File: src/rtl/spi_slave.sv
// spi_slave: SPI serial front end; 10-bit MOSI frames in, 8-bit read responses out on MISO.
// Optional macro SPI_SLAVE_RD_TRACK_EN resolves read-address/read-data frames via rd_addr_seen.
module spi_slave (
    input  logic       clk,
    input  logic       rst_n,
    input  logic       SS_n,
    input  logic       MOSI,
    output logic       MISO,
    output logic [9:0] rx_data,
    output logic       rx_valid,
    input  logic [7:0] tx_data,
    input  logic       tx_valid
);

    typedef enum logic [2:0] {IDLE, CHK_CMD, WRITE, READ_ADD, READ_DATA} state_t;
    typedef enum logic [1:0] {PH_RX, PH_WAIT, PH_TX, PH_HOLD} phase_t;

    state_t     state_q;
    phase_t     phase_q;
    logic [3:0] cnt_q;
    logic [8:0] rx_sr_q;
    logic [6:0] tx_sr_q;
    logic [9:0] rx_data_q;
    logic       rx_valid_q;
    logic       miso_q;
`ifdef SPI_SLAVE_RD_TRACK_EN
    logic       rd_addr_seen_q;
`endif

    // Complete frame as it stands on the edge that samples bit 0.
    logic [9:0] frame_d;
    assign frame_d = {rx_sr_q, MOSI};

    always_ff @(posedge clk) begin
        if (!rst_n) begin
            state_q    <= IDLE;
            phase_q    <= PH_RX;
            cnt_q      <= '0;
            rx_sr_q    <= '0;
            tx_sr_q    <= '0;
            rx_data_q  <= '0;
            rx_valid_q <= 1'b0;
            miso_q     <= 1'b0;
`ifdef SPI_SLAVE_RD_TRACK_EN
            rd_addr_seen_q <= 1'b0;
`endif
        end else begin
            rx_valid_q <= 1'b0;
            if (state_q != IDLE && SS_n) begin
                state_q <= IDLE;
                phase_q <= PH_RX;
                cnt_q   <= '0;
                miso_q  <= 1'b0;
            end else begin
                case (state_q)
                    IDLE: begin
                        miso_q  <= 1'b0;
                        phase_q <= PH_RX;
                        rx_sr_q <= '0;
                        if (!SS_n) begin
                            state_q <= CHK_CMD;
                            cnt_q   <= 4'd9;
                        end
                    end
                    CHK_CMD: begin
                        rx_sr_q <= {rx_sr_q[7:0], MOSI};
                        cnt_q   <= 4'd8;
                        phase_q <= PH_RX;
                        if (!MOSI) begin
                            state_q <= WRITE;
`ifdef SPI_SLAVE_RD_TRACK_EN
                        end else if (rd_addr_seen_q) begin
                            state_q <= READ_DATA;
`endif
                        end else begin
                            state_q <= READ_ADD;
                        end
                    end
                    WRITE, READ_ADD, READ_DATA: begin
                        case (phase_q)
                            PH_RX: begin
                                if (cnt_q == 4'd0) begin
                                    rx_data_q  <= frame_d;
                                    rx_valid_q <= 1'b1;
                                    phase_q    <= PH_HOLD;
                                    if (state_q == READ_DATA) begin
                                        phase_q <= PH_WAIT;
                                        cnt_q   <= 4'd7;
                                    end
`ifdef SPI_SLAVE_RD_TRACK_EN
                                    if (state_q == READ_ADD)
                                        rd_addr_seen_q <= 1'b1;
`else
                                    if (state_q == READ_ADD && frame_d[9:8] == 2'b11) begin
                                        state_q <= READ_DATA;
                                        phase_q <= PH_WAIT;
                                        cnt_q   <= 4'd7;
                                    end
`endif
                                end else begin
                                    rx_sr_q <= {rx_sr_q[7:0], MOSI};
                                    cnt_q   <= cnt_q - 4'd1;
                                end
                            end
                            PH_WAIT: begin
                                // Bit 7 goes straight to MISO so it is valid the cycle after the latch.
                                if (tx_valid) begin
                                    tx_sr_q <= tx_data[6:0];
                                    miso_q  <= tx_data[7];
                                    cnt_q   <= 4'd7;
                                    phase_q <= PH_TX;
                                end
                            end
                            PH_TX: begin
                                if (cnt_q == 4'd0) begin
                                    miso_q  <= 1'b0;
                                    phase_q <= PH_HOLD;
`ifdef SPI_SLAVE_RD_TRACK_EN
                                    rd_addr_seen_q <= 1'b0;
`endif
                                end else begin
                                    miso_q  <= tx_sr_q[6];
                                    tx_sr_q <= {tx_sr_q[5:0], 1'b0};
                                    cnt_q   <= cnt_q - 4'd1;
                                end
                            end
                            default: ;
                        endcase
                    end
                    default: state_q <= IDLE;
                endcase
            end
        end
    end

    assign MISO     = miso_q;
    assign rx_data  = rx_data_q;
    assign rx_valid = rx_valid_q;

endmodule

File: config.mk
export PLATFORM = sky130hd
export DESIGN_NAME = spi_slave
export DESIGN_NICKNAME = d
export VERILOG_FILES = /design/src/rtl/spi_slave.sv
export SDC_FILE = /design/constraint.sdc
export NUM_CORES = 1
export LEC_CHECK = 0
export ABC_AREA = 1
export BUFFER_PORTS_ARGS = -buffer_cell sky130_fd_sc_hd__buf_2
export CORE_UTILIZATION = 35
export DETAILED_ROUTE_END_ITERATION = 7
export PLACE_DENSITY_LB_ADDON = 0.3
export SLEW_MARGIN = 40
export SYNTH_ARGS = -nofsm -noshare
export SYNTH_HDL_FRONTEND = slang
export SYNTH_SLANG_ARGS = --single-unit
File: constraint.sdc
create_clock -name clk -period 1.6 [get_ports clk]
set_input_delay 0.16 -clock clk [delete_from_list [all_inputs] [get_ports clk]]
set_output_delay 0.16 -clock clk [all_outputs]
set_load 0.01 [all_outputs]
==> out/qor.csv <==
stage,metric,value,unit
status,outcome,"complete, no violations",
yosys,synth-edff-count,0,
yosys,synth.largest_area_cell,dfxtp_1,
finish,multi_input_area,1084,um2
finish,seq_area,744.5,um2
yosys,yosys_warnings,0,
detailed_routing,dr_total_vias,1747,
global_routing,first_global_vias,1542,
power_and_ir_drop,p_leak,0.001042,uW
min_path,min_path_type,primary input to flip-flop,
die,dieArea,5718,um2
finish,finalNetCount,312,
worst_setup_path,slowest_delay,0.36,ns
worst_setup_path,required,1.76,ns
timing,fin_worst_skew,0.004196,ns
clocking,clk_latency,0.29,ns
yosys,synth.most_common_cell,nor2_1,
yosys,postSynthAreaPerCell,7.381,um2
timing,finalSetupViolCount,0,
detailed_routing,drtAntennaViolNets,0,
placement,placed_area,2115,um2
detailed_routing,wirelength,4404,um
worst_setup_path,rr_endpoint,rx_sr_q[6]$_SDFFE_PN0P_,
yosys,synthesis.nets,274,
worst_setup_path,arrival,1.65,ns
timing,max_freq,670.3,MHz
yosys,ys_seq_elements,37,
yosys,syn_inst,257,
worst_setup_path,start_kind,flip-flop,
clocking,cts_buffers,5,
finish,num_antenna_cells,0,
worst_setup_path,crit_type,flip-flop to flip-flop,
yosys,async_reset_ff_share,0,%
detailed_routing,via_per_inst,4.773,
timing,slew_headroom,71.34,%
finish,drive_gt1_share,27.03,%
global_routing,overflow,0,
yosys,ys_types,26,
worst_setup_path,path_cells,inv_1 > ha_2 > nand2_2 > a21oi_2 > nor2_4 > nand2_4 > nand2_1 > a21oi_1,
clocking,clk_path_buf_depth,2,
worst_setup_path,reg2reg_depth,8,
timing,post-route-min-period,1.492,ns
worst_setup_path,cp_max_fo,10,
die,fp.dieH,75.62,um
worst_setup_path,cpMaxStageDelayCell,dfxtp_1,
global_routing,antenna_found_initial,0,
global_routing,grt_pass1_wl,6934,um
timing,fin_hold_ws,0.1412,ns
detailed_routing,route.detailed.drc,0,
worst_setup_path,r2r-start,cnt_q[0]$_SDFFE_PP0P_,
global_routing,grtUsageTotal,16.18,%
worst_setup_path,startpoint,cnt_q[0]$_SDFFE_PP0P_,
yosys,synth_top_cell_area_share,39.05,%
clocking,htree_levels,2,
finish,fillers,534,
worst_setup_path,critPathCapture,rx_sr_q[6]$_SDFFE_PN0P_,
timing,worst_pin_slew,0.4295,ns
power_and_ir_drop,p_per_area,1869,nW/um2
die,start_util,36.67,%
timing,finalHoldViolations,0,
finish,area_growth,22.69,%
die,rows,26,
placement,portBuffers,24,
yosys,ys.flop_type,dfxtp_1,
yosys,synth_seq_area_share,39.05,%
worst_setup_path,rrSetupSlack,0.11,ns
detailed_routing,dr.pass1.iters,4,
power_and_ir_drop,max-vdd-ir-drop,0.6320,mV
timing,slew_viol_final,0,
worst_setup_path,end_kind,flip-flop,
timing,layout_worst_path_cycle_share,93.24,%
yosys,yosys-top-cells-area,"dfxtp_1 39%, nor2_1 8.5%, nand2_1 7.9%, o21ai_0 7.1%, a21oi_1 6.6%",
clocking,ctsRootBufferMaster,clkbuf_8,
die,die_w,75.62,um
timing,rsz0062_at_grt,yes,
placement,gp_congestion,0.8671,
placement,place_hpwl,3107,um
clocking,cts_hold_buffers,0,
global_routing,grt_max_degree,17,
finish,finalInstanceArea,2327,um2
run,drv_cap,0,
clocking,clk_pin_slew,0.08,ns
yosys,netlist_top_cells_count,"43 x nor2_1, 40 x nand2_1, 37 x dfxtp_1",
yosys,syn_area,1897,um2
detailed_routing,routedWlPerCell,12.03,um
detailed_routing,drtIter0Drc,93,
die,io_pins,25,
clocking,cts_sinks,37,
die,core,5172,um2
clocking,cts_tree,done,
worst min-delay path by stage:
| stage | slack [ns] | cells after the start | endpoint | from |
|---|---|---|---|---|
| final | 0.14 | 3 | tx_sr_q[0]$_SDFFE_PN0P_ | tx_data[0] |
| after detailed placement | 0.45 | 3 | tx_sr_q[0]$_SDFFE_PN0P_ | tx_data[0] |
| after global routing | 0.15 | 3 | rx_data[0]$_SDFFE_PN0P_ | MOSI |
| after CTS | 0.14 | 3 | tx_sr_q[0]$_SDFFE_PN0P_ | tx_data[0] |
| after floorplan | 0.30 | 2 | rx_data[0]$_SDFFE_PN0P_ | rst_n |
| after global placement | 0.45 | 3 | tx_sr_q[0]$_SDFFE_PN0P_ | tx_data[0] |
registers in the layout (all words and copies together) (netlist names):
register  flops
rx_data      10
rx_sr_q       9
tx_sr_q       7
cnt_q         4
state_q       3
phase_q       2
MISO          1
rx_valid      1
worst max-delay path, delay by kind of cell, from the launching register on:
kind                       cells  cell delay (ns)
and+or+nand+nor                4             0.58
DFF                            1             0.36
adders and majority gates      1             0.20
AOI/OAI and AO/OA              2             0.12
buffers and inverters          1             0.08
metal layers:
layer	vias to the layer above	GRT usage, %	routed length (um)
met5	-	0	0
met4	0	3.704	17
met3	2	5.026	164
met2	30	24.80	1946
met1	777	22.32	2275
li1	938	-	-
cell families after synthesis:
kind of cell / synth area share [%]
AOI/OAI and AO/OA: 16.42
buffers and inverters: 7.189
muxes: 3.166
and+or+nand+nor: 31.07
adders and majority gates: 2.639
xor gates and xnor gates: 0.4618
DFF: 39.05
where the power goes:
part / internal, uW / total, uW / switching, uW
sequential: 1120 / 1260 / 133
combinational: 833 / 2260 / 1430
clock: 467 / 831 / 364
cell usage in the layout, fill, tap and decap left out, drive strengths merged:
master,count
ha,4
xor2,1
a21boi,2
mux2i,6
nand2,47
buf,36
dfxtp,37
clkinvlp,1
nand3,16
nor3,2
bufinv,1
a21oi,25
nor2,48
o21ai,32
inv,23
nand4,9
clkinv,1
clkbuf,5
area by class of cell:
cell class              count  share of cell area [%]
multi-input cells         192                   46.56
flip-flops and latches     37                   31.99
repair buffers             36                   9.032
well taps                  70                   3.763
inverters                  23                   3.710
clock buffers               5                   2.957
clock inverters             3                   1.989
through the flow:
stage                     instances  power [uW]  utilization, %  TNS (ns)  setup slack (ns)
after floorplan                 257        2830               -         0            0.1403
after global placement          353        3302           40.88         0           0.02353
after detailed placement        353        3318           40.88         0          0.009117
after CTS                       361        4166           43.15         0           0.02471
after global routing            366        4743           44.99  -0.09178          -0.02170
final                           366        4349           44.99         0            0.1082
repair_timing:
| action | in CTS | in global routing |
|---|---|---|
| hold endpoints to repair | 0 | 0 |
| pin swaps | 0 | 7 |
| setup endpoints to repair | 1 | 30 |
| gates resized for setup | 1 | 19 |
| gates cloned | 0 | 1 |
| buffers inserted | 0 | 4 |
(Power assumes the default switching activity.)
